### src/rtl/output_port_arbiter_pkg.sv
// Shared router definitions: port count, flit width, port index names,
// flit type and the output arbiter state encoding.
package output_port_arbiter_pkg;
  localparam int PORTS = 5;
  localparam int PL    = 8;
  localparam int PTR_W = $clog2(PORTS);

  localparam int NORTH = 0;
  localparam int EAST  = 1;
  localparam int SOUTH = 2;
  localparam int WEST  = 3;
  localparam int LOCAL = 4;

  typedef logic [PL-1:0] flit_t;

  typedef enum logic {IDLE, GRANT} arb_state_t;
endpackage

### src/rtl/output_port_arbiter_if.sv
// Handshake bundle between the input queues, the output arbiter and the
// downstream link.
//   req_valid/req_data : queue heads (non-empty flag, head flit)
//   req_take           : per-queue pop strobe
//   out_data/out_valid : registered output slot; out_ready accepts it
//   grant_valid/id     : current grant status
// master = arbiter side, slave = queues + downstream side.
interface output_port_arbiter_if;
  import output_port_arbiter_pkg::*;

  logic [PORTS-1:0]             req_valid;
  flit_t [PORTS-1:0]            req_data;
  logic [PORTS-1:0]             req_take;
  flit_t                        out_data;
  logic                         out_valid;
  logic                         out_ready;
  logic                         grant_valid;
  logic [PTR_W-1:0]             grant_id;

  modport master (
    input  req_valid, req_data, out_ready,
    output req_take, out_data, out_valid, grant_valid, grant_id
  );

  modport slave (
    output req_valid, req_data, out_ready,
    input  req_take, out_data, out_valid, grant_valid, grant_id
  );
endinterface

### src/rtl/output_port_arbiter_rr_pick.sv
// Rotating-priority first-one finder (combinational).
//   req   : request vector, N bits
//   start : index with highest priority; search wraps modulo N
//   found : any request set
//   idx   : first set index at or after start (0 when none)
module output_port_arbiter_rr_pick #(
  parameter int N = 5,
  parameter int W = $clog2(N)
) (
  input  logic [N-1:0] req,
  input  logic [W-1:0] start,
  output logic         found,
  output logic [W-1:0] idx
);
  int j;

  always_comb begin
    found = 1'b0;
    idx   = '0;
    j     = 0;
    for (int i = 0; i < N; i++) begin
      j = (int'(start) + i) % N;
      if (!found && req[j]) begin
        found = 1'b1;
        idx   = W'(j);
      end
    end
  end
endmodule

### src/rtl/output_port_arbiter.sv
// Round-robin output port arbiter: grants one input queue at a time and
// moves up to MAX_BURST flits from it into a registered output slot.
//   clk, rst_n : clock, async active-low reset
//   bus        : queue heads / pop strobes, output slot, grant status
module output_port_arbiter
  import output_port_arbiter_pkg::*;
#(
  parameter int MAX_BURST = 4
) (
  input  logic                   clk,
  input  logic                   rst_n,
  output_port_arbiter_if.master  bus
);
  localparam int BC_W = $clog2(MAX_BURST + 1);

  arb_state_t       state, state_nxt;
  logic [PTR_W-1:0] rr_ptr, grant_id_q, pick_idx, ptr_inc;
  logic [BC_W-1:0]  burst_cnt;
  logic             pick_found, grant_valid_q, out_valid_q;
  flit_t            out_data_q;
  logic             gnt_req, slot_free, at_limit, release_g, take;

  output_port_arbiter_rr_pick #(.N(PORTS), .W(PTR_W)) u_pick (
    .req   (bus.req_valid),
    .start (rr_ptr),
    .found (pick_found),
    .idx   (pick_idx)
  );

  assign gnt_req   = bus.req_valid[grant_id_q];
  assign slot_free = ~out_valid_q | bus.out_ready;
  assign at_limit  = (burst_cnt == BC_W'(MAX_BURST));
  // Pointer wraps at PORTS, not at 2^PTR_W.
  assign ptr_inc   = (grant_id_q == PTR_W'(PORTS - 1)) ? '0 : grant_id_q + 1'b1;

  always_comb begin
    state_nxt = state;
    release_g = 1'b0;
    take      = 1'b0;
    case (state)
      IDLE:  if (pick_found) state_nxt = GRANT;
      GRANT: begin
        // Release wins over take, so an empty grantee is never popped.
        if (!gnt_req || at_limit) begin
          release_g = 1'b1;
          state_nxt = IDLE;
        end else begin
          take = slot_free;
        end
      end
      default: state_nxt = IDLE;
    endcase
  end

  // Pop strobe is gated by rst_n so nothing is popped while held in reset.
  for (genvar p = 0; p < PORTS; p++) begin : g_take
    assign bus.req_take[p] = rst_n & take & (grant_id_q == PTR_W'(p));
  end

  always_ff @(posedge clk or negedge rst_n) begin
    if (!rst_n) begin
      state         <= IDLE;
      rr_ptr        <= '0;
      burst_cnt     <= '0;
      grant_id_q    <= '0;
      grant_valid_q <= 1'b0;
      out_valid_q   <= 1'b0;
      out_data_q    <= '0;
    end else begin
      state <= state_nxt;
      if (state == IDLE && pick_found) begin
        grant_id_q    <= pick_idx;
        grant_valid_q <= 1'b1;
        burst_cnt     <= '0;
      end
      if (release_g) begin
        grant_id_q    <= '0;
        grant_valid_q <= 1'b0;
        rr_ptr        <= ptr_inc;
      end
      if (take) begin
        out_data_q  <= bus.req_data[grant_id_q];
        out_valid_q <= 1'b1;
        burst_cnt   <= burst_cnt + 1'b1;
      end else if (bus.out_ready) begin
        out_valid_q <= 1'b0;
      end
    end
  end

  assign bus.out_data    = out_data_q;
  assign bus.out_valid   = out_valid_q;
  assign bus.grant_valid = grant_valid_q;
  assign bus.grant_id    = grant_id_q;
endmodule

### src/flat_wrapper.sv
// flat-port wrapper written by rule: the top's interface ports become plain ports
module output_port_arbiter_flat import output_port_arbiter_pkg::*;
#(
  parameter int MAX_BURST = 4
)
  (clk, rst_n, bus_req_valid, bus_req_data, bus_out_ready, bus_req_take, bus_out_data, bus_out_valid, bus_grant_valid, bus_grant_id);
  output_port_arbiter_if bus_i ();
  input  logic clk;
  input  logic rst_n;
  input wire logic [$bits(bus_i.req_valid)-1:0] bus_req_valid;
  input wire logic [$bits(bus_i.req_data)-1:0] bus_req_data;
  input wire logic [$bits(bus_i.out_ready)-1:0] bus_out_ready;
  output wire logic [$bits(bus_i.req_take)-1:0] bus_req_take;
  output wire logic [$bits(bus_i.out_data)-1:0] bus_out_data;
  output wire logic [$bits(bus_i.out_valid)-1:0] bus_out_valid;
  output wire logic [$bits(bus_i.grant_valid)-1:0] bus_grant_valid;
  output wire logic [$bits(bus_i.grant_id)-1:0] bus_grant_id;
  assign bus_i.req_valid = bus_req_valid;
  assign bus_i.req_data = bus_req_data;
  assign bus_i.out_ready = bus_out_ready;
  assign bus_req_take = bus_i.req_take;
  assign bus_out_data = bus_i.out_data;
  assign bus_out_valid = bus_i.out_valid;
  assign bus_grant_valid = bus_i.grant_valid;
  assign bus_grant_id = bus_i.grant_id;
  output_port_arbiter #(.MAX_BURST(MAX_BURST)) u_core (.clk(clk), .rst_n(rst_n), .bus(bus_i));
endmodule
### config.mk
export PLATFORM = sky130hd
export DESIGN_NAME = output_port_arbiter_flat
export DESIGN_NICKNAME = d
export VERILOG_FILES = /design/src/rtl/output_port_arbiter_pkg.sv /design/src/rtl/output_port_arbiter_if.sv /design/src/rtl/output_port_arbiter_rr_pick.sv /design/src/rtl/output_port_arbiter.sv /design/src/flat_wrapper.sv
export SDC_FILE = /design/constraint.sdc
export NUM_CORES = 1
export LEC_CHECK = 0
export BUFFER_PORTS_ARGS = -buffer_cell sky130_fd_sc_hd__buf_2
export CELL_PAD_IN_SITES_DETAIL_PLACEMENT = 0
export CELL_PAD_IN_SITES_GLOBAL_PLACEMENT = 2
export CORE_MARGIN = 5
export CORE_UTILIZATION = 32
export CTS_CLUSTER_SIZE = 25
export DETAILED_ROUTE_END_ITERATION = 16
export PLACE_DENSITY = 0.81
export SYNTH_ARGS = -nofsm -noshare
export SYNTH_HDL_FRONTEND = slang
export SYNTH_HIERARCHICAL = 1
export SYNTH_SLANG_ARGS = --single-unit
### constraint.sdc
create_clock -name clk -period 5.8 [get_ports clk]
set_input_delay 1.16 -clock clk [delete_from_list [all_inputs] [get_ports clk]]
set_output_delay 1.16 -clock clk [all_outputs]
set_load 0.05 [all_outputs]
==> metrics, run 1 <==
clock slew at reported path FFs=0.07 ns; critical path launch point type=flop; Hold Path Class=reg -> reg; Cells after Synth=366; setup TNS=0 ns; Worst Skew=0.001941 ns; Pwr Density=605.5 mW/mm^2; syn avg cell area=8.222 sq um; die height=107.0 um; worst hold slack=0.5025 ns; Die Span X=107.0 um; Slew @ Worst Pin=0.8329 ns; crit-path cells=inv_1 -> ha_1 -> inv_1 -> ha_1 -> inv_1 -> ha_1 -> inv_1 -> ha_1 -> nor2b_1 -> o211ai_1 -> o211ai_2 -> mux2i_1 -> a2bb2o_4 -> o31ai_4 -> nor2_1 -> nand2_1 -> nor2b_1 -> nor2_1 -> mux2_1; ys async rst share=100.0%; Initial Util=32.72%; CP peak stage delay=0.59 ns; share of layout cells above drive strength 1=31.01%; status=finished, final reports clean; min Tclk post-route=4.758 ns; TritonCTS Sinks=20; relative slew slack=44.36%; initial antenna violation count=0; EDFF count, synth=0; vias per cell=5.446; HPWL after detailed placement=6607 um; Internal Power=0.0009416 W; CP required=5.94 ns; #FFs+latches synth=20; final wirelength=8417 um; Post-CTS Repair Setup Buffers=0; VDD IR max=0.2866 mV; placement-stage cell area=0.003393 sq mm; Antenna Nets Post-Route=0; # IOs=66; mapped cell area=0.003009 sq mm; filler instances=979; Most used DFF post-synth=dfrtp_1; FF+latch area=500.5 sq um; Final Cell Area=0.003435 sq mm; RSZ-0062 raised after global routing=no; cts bufs inserted=3; Seq pwr share=13.2%; area occupied by multi-input gates=0.002327 sq mm; final max-slew violation count=0; clock network fraction of design power=4.3%; area grow syn2layout=14.14%; CP Capture Type=flop; Nets=488; RePlAce Congestion=0.8141; post-CTS resize count=0; Final Util=37.35%; remaining global-route overflow=0; switching share of total power=54.72%; Synth Warn #=6; vias in the first global route=2,799; die area=0.01144 sq mm; first-pass GRT wire length=13,680 um; post-synth net total=436; pin count of the biggest net entering global routing=25; Worst EP arrival=4.89 ns; fin crit share=82.03%; static leakage=1.565 nW; Iter 0 DRT Violations=97; via count=2,870; PortBufs=65; slowest CP cell=dfrtp_1; root buffer cell=clkbuf_8; R2R Setup Slk=1.04 ns; DR pass1 iterations=4; maxcap violations=0; fmax=210.2 MHz; Comb pwr share=82.5%; Fin. Hold Viols=0; # rows=35; hold buffer count at cts=0; All-Layer GR Usage=14.45%; worst skew pair latency=0.25 ns; switching power total=0.001138 W; final setup violating endpoints=0; H-Tree Depth=1; Clock Path Buffers=2; crit-path max FO=16; Core Area=0.009196 sq mm; CTS tree=built; Synth cell types=65; WL/cell=15.97 um; diode count=0; post-synthesis sequential area ratio=16.63%; drt drc=0; critical setup path kind=reg -> reg
[state kept, by name, summed over array words and instances (netlist names)]
signal and cells:
u_core/bus.out_valid 1, u_core/burst_cnt 3, u_core/rr_ptr 3, u_core/state 1
u_core/bus.grant_valid 1, u_core/bus.out_data 8, u_core/bus.grant_id 3
[cells in the final DEF (no fill, tap or decap), types with 7 or more instances in the layout]
cell      synthesis  routed
a21oi_1          13      13
a22oi_1           9       9
buf_2            10      65
dfrtp_1          20      20
ha_1             22      22
inv_1            16      16
mux2_2           33      33
mux2i_1          14      14
nand2_1          32      32
nand2b_1          9       9
nand3_1          20      20
nor2_1           19      19
nor2b_1          10      10
nor3_1            9       9
o21ai_0          19      19
o21ai_1           7       7
[metrics by stage]
stage	total power (W)	cells	worst slack (ns)
4_1_cts	0.002087	527	1.036
3_5_place_dp	0.001990	524	1.055
5_1_grt	0.002263	527	0.6720
2_1_floorplan	0.001648	366	1.343
3_3_place_gp	0.001975	524	1.218
6_report	0.002079	527	1.042
[synthesized netlist by cell type, types with 2 or more instances]
cell      number  area (sq um)
a22oi_1        9         67.56
nor3_1         9         45.04
o21ai_1        7         35.03
a22o_1         5         43.79
o22ai_1        2         12.51
mux2_2        33         371.6
nand4_1        5         31.28
nand2b_1       9         56.30
ha_1          22         275.3
a211o_1        3         26.28
inv_2          2         7.510
a32oi_1        2         17.52
nand3_1       20         100.1
or2_2          4         25.02
o211a_1        3         30.03
nor2b_1       10         62.56
clkbuf_1       7         26.28
buf_1          2         7.510
nor3b_1        4         30.03
a31oi_1        2         12.51
inv_1         16         60.06
a21o_1         4         30.03
o211ai_1       4         30.03
nand2_1       32         120.1
a21oi_2        3         26.28
a21oi_1       13         65.06
nand3b_1       3         22.52
nor2_1        19         71.32
buf_2         10         50.05
or3_1          5         31.28
and2_1         4         25.02
mux2i_1       14         140.1
dfrtp_1       20         500.5
xnor2_1        5         43.79
and3_1         4         25.02
buf_4          2         15.01
o21ai_0       19         95.09
and4b_1        2         20.02
[layer usage]
layer  vias to the layer above  wire, um  track usage, %
met1                      1377      3958           19.35
li1                       1436         -               -
met2                        55      4116           25.67
met4                         0        13           1.644
met5                         -         0               0
met3                         2       328           1.686
[critical path: cells and delay by family (launching register included)]
family,cells,cell delay (ns)
muxes,2,0.55
buffers and inverters,4,0.53
and+or+nand+nor,5,0.77
adders and majority gates,4,1.11
DFF,1,0.59
AOI/OAI and AO/OA,4,1.08
[power groups by stage]
stage	Sequential (W)	Combinational (W)	Clock (W)
2_1_floorplan	0.000386	0.00126	0
3_3_place_gp	0.000278	0.00170	0
3_5_place_dp	0.000277	0.00171	0
4_1_cts	0.000277	0.00172	0.0000923
5_1_grt	0.000286	0.00188	0.0000984
6_report	0.000275	0.00172	0.0000889
[cell type report]
type / count / area share [%]
multi-input cells: 305 / 67.76
flip-flops and latches: 20 / 14.57
repair buffers: 69 / 10.35
well taps: 111 / 4.044
inverters: 19 / 2.077
clock buffers: 3 / 1.202
[path summary, 6_finish.rpt]
check                                              startpoint                                  to  cells past startpoint
min reg2reg                u_core/bus.out_data[7]$_DFFE_PN0P_  u_core/bus.out_data[7]$_DFFE_PN0P_                      1
max reg2reg                      u_core/rr_ptr[1]$_DFFE_PN0P_     u_core/burst_cnt[1]$_DFFE_PN0P_                     19
min in group asynchronous                               rst_n    u_core/bus.out_valid$_DFFE_PN0P_                      1
min                        u_core/bus.out_data[7]$_DFFE_PN0P_  u_core/bus.out_data[7]$_DFFE_PN0P_                      1
max in group asynchronous                               rst_n  u_core/bus.out_data[6]$_DFFE_PN0P_                      1
max                              u_core/rr_ptr[1]$_DFFE_PN0P_     u_core/burst_cnt[1]$_DFFE_PN0P_                     19
[kinds of logic after synthesis]
kind of cell | after synthesis | share of synthesized area, %
AND/OR/NAND/NOR | 136 | 24.82
AO/OA/AOI/OAI | 91 | 22.41
multiplexers | 50 | 18.59
buffers and inverters | 41 | 6.029
adder cells (fa/ha/maj) | 22 | 9.147
flip-flops | 20 | 16.63
XOR/XNOR | 6 | 2.370
(Power assumes the default switching activity.)
==> inputs of run 2 (changes only) <==
Settings changed: CORE_UTILIZATION 32 to 29, PLACE_DENSITY 0.81 to 0.77.
Clock period 5.8 ns to 4.2 ns, I/O delays scaled along.
==> run 2 against run 1 <==
Against the previous run: register-to-register slack got worse by 0.72 ns; critical endpoint unchanged; largest cell class unchanged; critical path depth did not move; global-route usage shrank 0.50 points; first-iteration DRC count is 28% higher.
==> metrics, run 2 (same netlist as run 1, synthesis figures left out) <==
area grow syn2layout=18.50% (was 14.14%); Post-CTS Repair Setup Buffers=0 (unchanged); Iter 0 DRT Violations=124 (was 97); vias in the first global route=2,944 (was 2,799); first-pass GRT wire length=14,610 um (was 13,680 um); Finished Layout Cells=561 (was 527); final wirelength=8990 um (was 8417 um); worst skew pair latency=0.27 ns (was 0.25 ns); Die Span X=111.9 um (was 107.0 um); final worst slack=0.3221 ns (was 1.042 ns); initial antenna violation count=0 (unchanged); min Tclk post-route=3.878 ns (was 4.758 ns); H-Tree Depth=1 (unchanged); area occupied by multi-input gates=0.002335 sq mm (was 0.002327 sq mm); hold path cells=1 (unchanged); setup TNS=0 ns (unchanged); HPWL after detailed placement=6898 um (was 6607 um); DR pass1 iterations=4 (unchanged); die area=0.01251 sq mm (was 0.01144 sq mm); via count=2,940 (was 2,870); CP required=4.36 ns (was 5.94 ns); diode count=0 (unchanged); critical path launch point type=flop (unchanged); Placed Cells=557 (was 524); Fin. Hold Viols=0 (unchanged); Initial Util=29.41% (was 32.72%); path depth of the worst reg2reg path=19 (unchanged); max reg flops=8 (unchanged); CP Capture Type=flop (unchanged); Worst Skew=0.001840 ns (was 0.001941 ns); # rows=37 (was 35); CTS tree=built (unchanged); clock slew at reported path FFs=0.09 ns (was 0.07 ns); WL/cell=16.02 um (was 15.97 um); crit-path cells=inv_1 -> ha_1 -> inv_1 -> ha_1 -> inv_1 -> ha_1 -> inv_1 -> ha_1 -> nor2b_1 -> o211ai_1 -> o211ai_2 -> mux2i_1 -> a2bb2o_4 -> o31ai_4 -> nor2_1 -> nand2_1 -> nor2b_2 -> nor2_1 -> mux2_1 (was inv_1 -> ha_1 -> inv_1 -> ha_1 -> inv_1 -> ha_1 -> inv_1 -> ha_1 -> nor2b_1 -> o211ai_1 -> o211ai_2 -> mux2i_1 -> a2bb2o_4 -> o31ai_4 -> nor2_1 -> nand2_1 -> nor2b_1 -> nor2_1 -> mux2_1); drt drc=0 (unchanged); hold buffer count at cts=0 (unchanged); Hold Path Class=reg -> reg (unchanged); remaining global-route overflow=0 (unchanged); R2R Setup Slk=0.32 ns (was 1.04 ns); final setup violating endpoints=0 (unchanged); Nets=496 (was 488); pre-CTS setup slack=0.2617 ns (was 1.055 ns); most frequent cells in the layout=buf_2, mux2_2, nand2_1 (unchanged); # IOs=66 (unchanged); reg2reg start=u_core/rr_ptr[1]$_DFFE_PN0P_ (unchanged); All-Layer GR Usage=13.95% (was 14.45%); VDD IR max=0.3169 mV (was 0.2866 mV); TritonCTS Sinks=20 (unchanged); Clock Path Buffers=2 (unchanged); PortBufs=65 (unchanged); static leakage=1.618 nW (was 1.565 nW); die height=111.9 um (was 107.0 um); RePlAce Congestion=0.8368 (was 0.8141); filler instances=1,093 (was 979); Slew @ Worst Pin=0.6485 ns (was 0.8329 ns); slowest CP cell=dfrtp_1 (unchanged); critical setup path kind=reg -> reg (unchanged); Pwr Density=850.6 mW/mm^2 (was 605.5 mW/mm^2); root buffer cell=clkbuf_8 (unchanged); cts bufs inserted=3 (unchanged); r2r endpoint=u_core/burst_cnt[1]$_DFFE_PN0P_ (unchanged); Worst EP arrival=4.03 ns (was 4.89 ns); pin count of the biggest net entering global routing=25 (unchanged); crit-path max FO=7 (was 16); FF+latch area=501.7 sq um (was 500.5 sq um); fin crit share=92.33% (was 82.03%); status=finished, final reports clean (unchanged); Hold EP=u_core/bus.out_data[1]$_DFFE_PN0P_ (was u_core/bus.out_data[7]$_DFFE_PN0P_); Core Area=0.01023 sq mm (was 0.009196 sq mm); worst hold slack=0.5065 ns (was 0.5025 ns); Antenna Nets Post-Route=0 (unchanged); hold wc startpoint=u_core/bus.out_data[1]$_DFFE_PN0P_ (was u_core/bus.out_data[7]$_DFFE_PN0P_); maxcap violations=0 (unchanged); RSZ-0062 raised after global routing=no (unchanged); CP peak stage delay=0.38 ns (was 0.59 ns); fmax=257.9 MHz (was 210.2 MHz); vias per cell=5.241 (was 5.446); relative slew slack=56.43% (was 44.36%); leading cell type in the layout, fill and taps excluded=buf_2 (unchanged); share of layout cells above drive strength 1=33.65% (was 31.01%); final max-slew violation count=0 (unchanged)
run 2: changes by cell type in the layout (fill, tap and decap cells not counted):
| cell | change |
|---|---|
| nor2b_2 | +1 |
| clkinv_2 | +1 |
| clkinv_1 | -1 |
| buf_4 | +8 |
| dfrtp_1 | -1 |
| ha_2 | +2 |
| nor2b_1 | -1 |
| dfrtp_2 | +1 |
| bufinv_16 | +1 |
| ha_1 | -2 |
run 2: routing by layer:
metal | GRT usage [%] | up-vias | part of all wire [%]
li1 | - | 1455 | -
met1 | 17.45 | 1415 | 45
met2 | 24.90 | 57 | 50
met3 | 2.011 | 13 | 3.6
met4 | 3.812 | 0 | 1.8
met5 | 0 | - | 0
run 2: power by group:
group	switching [W]	leakage (nW)	internal [W]
logic	0.00145	1.34	0.00102
registers	0.0000905	0.246	0.000277
clock network	0.0000756	0.0357	0.000127
run 2: cell type report:
| cell class | instances | area share [%] |
|---|---|---|
| tap | 136 | 4.772 |
| inverter | 19 | 2.035 |
| clock inverter | 1 | 0.8421 |
| clock buffer | 3 | 1.158 |
| sequential | 20 | 14.07 |
| multi-input combinational | 305 | 65.47 |
| timing repair buffer | 77 | 11.65 |
run 2: repair_timing:
action / in CTS / in global routing
resized for setup: 0 / 3
hold endpoints to repair: 0 / 0
endpoints found under the setup margin: 0 / 2
run 2: through the flow:
stage / total power [W] / utilization [%] / instance area, sq um
2_1_floorplan: 0.002285 / - / 3019
4_1_cts: 0.003036 / 34.79 / 3560
3_5_place_dp: 0.002815 / 34.10 / 3488
3_3_place_gp: 0.002832 / 34.10 / 3488
6_report: 0.003033 / 34.85 / 3566
5_1_grt: 0.003299 / 34.85 / 3566
run 2: critical path: cells and delay by family (launching register included):
kind            cells  cell delay, ns
fa+ha+maj           4            0.94
compound gates      4            0.94
simple gates        5            0.68
mux                 2            0.56
flops               1            0.38
buf+inv             4            0.25
run 2: worst max-delay path by stage:
stage                                 startpoint                               to  slack (ns)  cells after the start
floorplan           u_core/rr_ptr[0]$_DFFE_PN0P_  u_core/burst_cnt[1]$_DFFE_PN0P_       0.007                     22
global placement    u_core/rr_ptr[0]$_DFFE_PN0P_  u_core/burst_cnt[0]$_DFFE_PN0P_        0.30                     15
detailed placement  u_core/rr_ptr[0]$_DFFE_PN0P_  u_core/burst_cnt[0]$_DFFE_PN0P_        0.26                     15
CTS                 u_core/rr_ptr[0]$_DFFE_PN0P_  u_core/burst_cnt[0]$_DFFE_PN0P_        0.23                     15
global route        u_core/rr_ptr[1]$_DFFE_PN0P_  u_core/burst_cnt[1]$_DFFE_PN0P_       0.007                     19
finish              u_core/rr_ptr[1]$_DFFE_PN0P_  u_core/burst_cnt[1]$_DFFE_PN0P_        0.32                     19
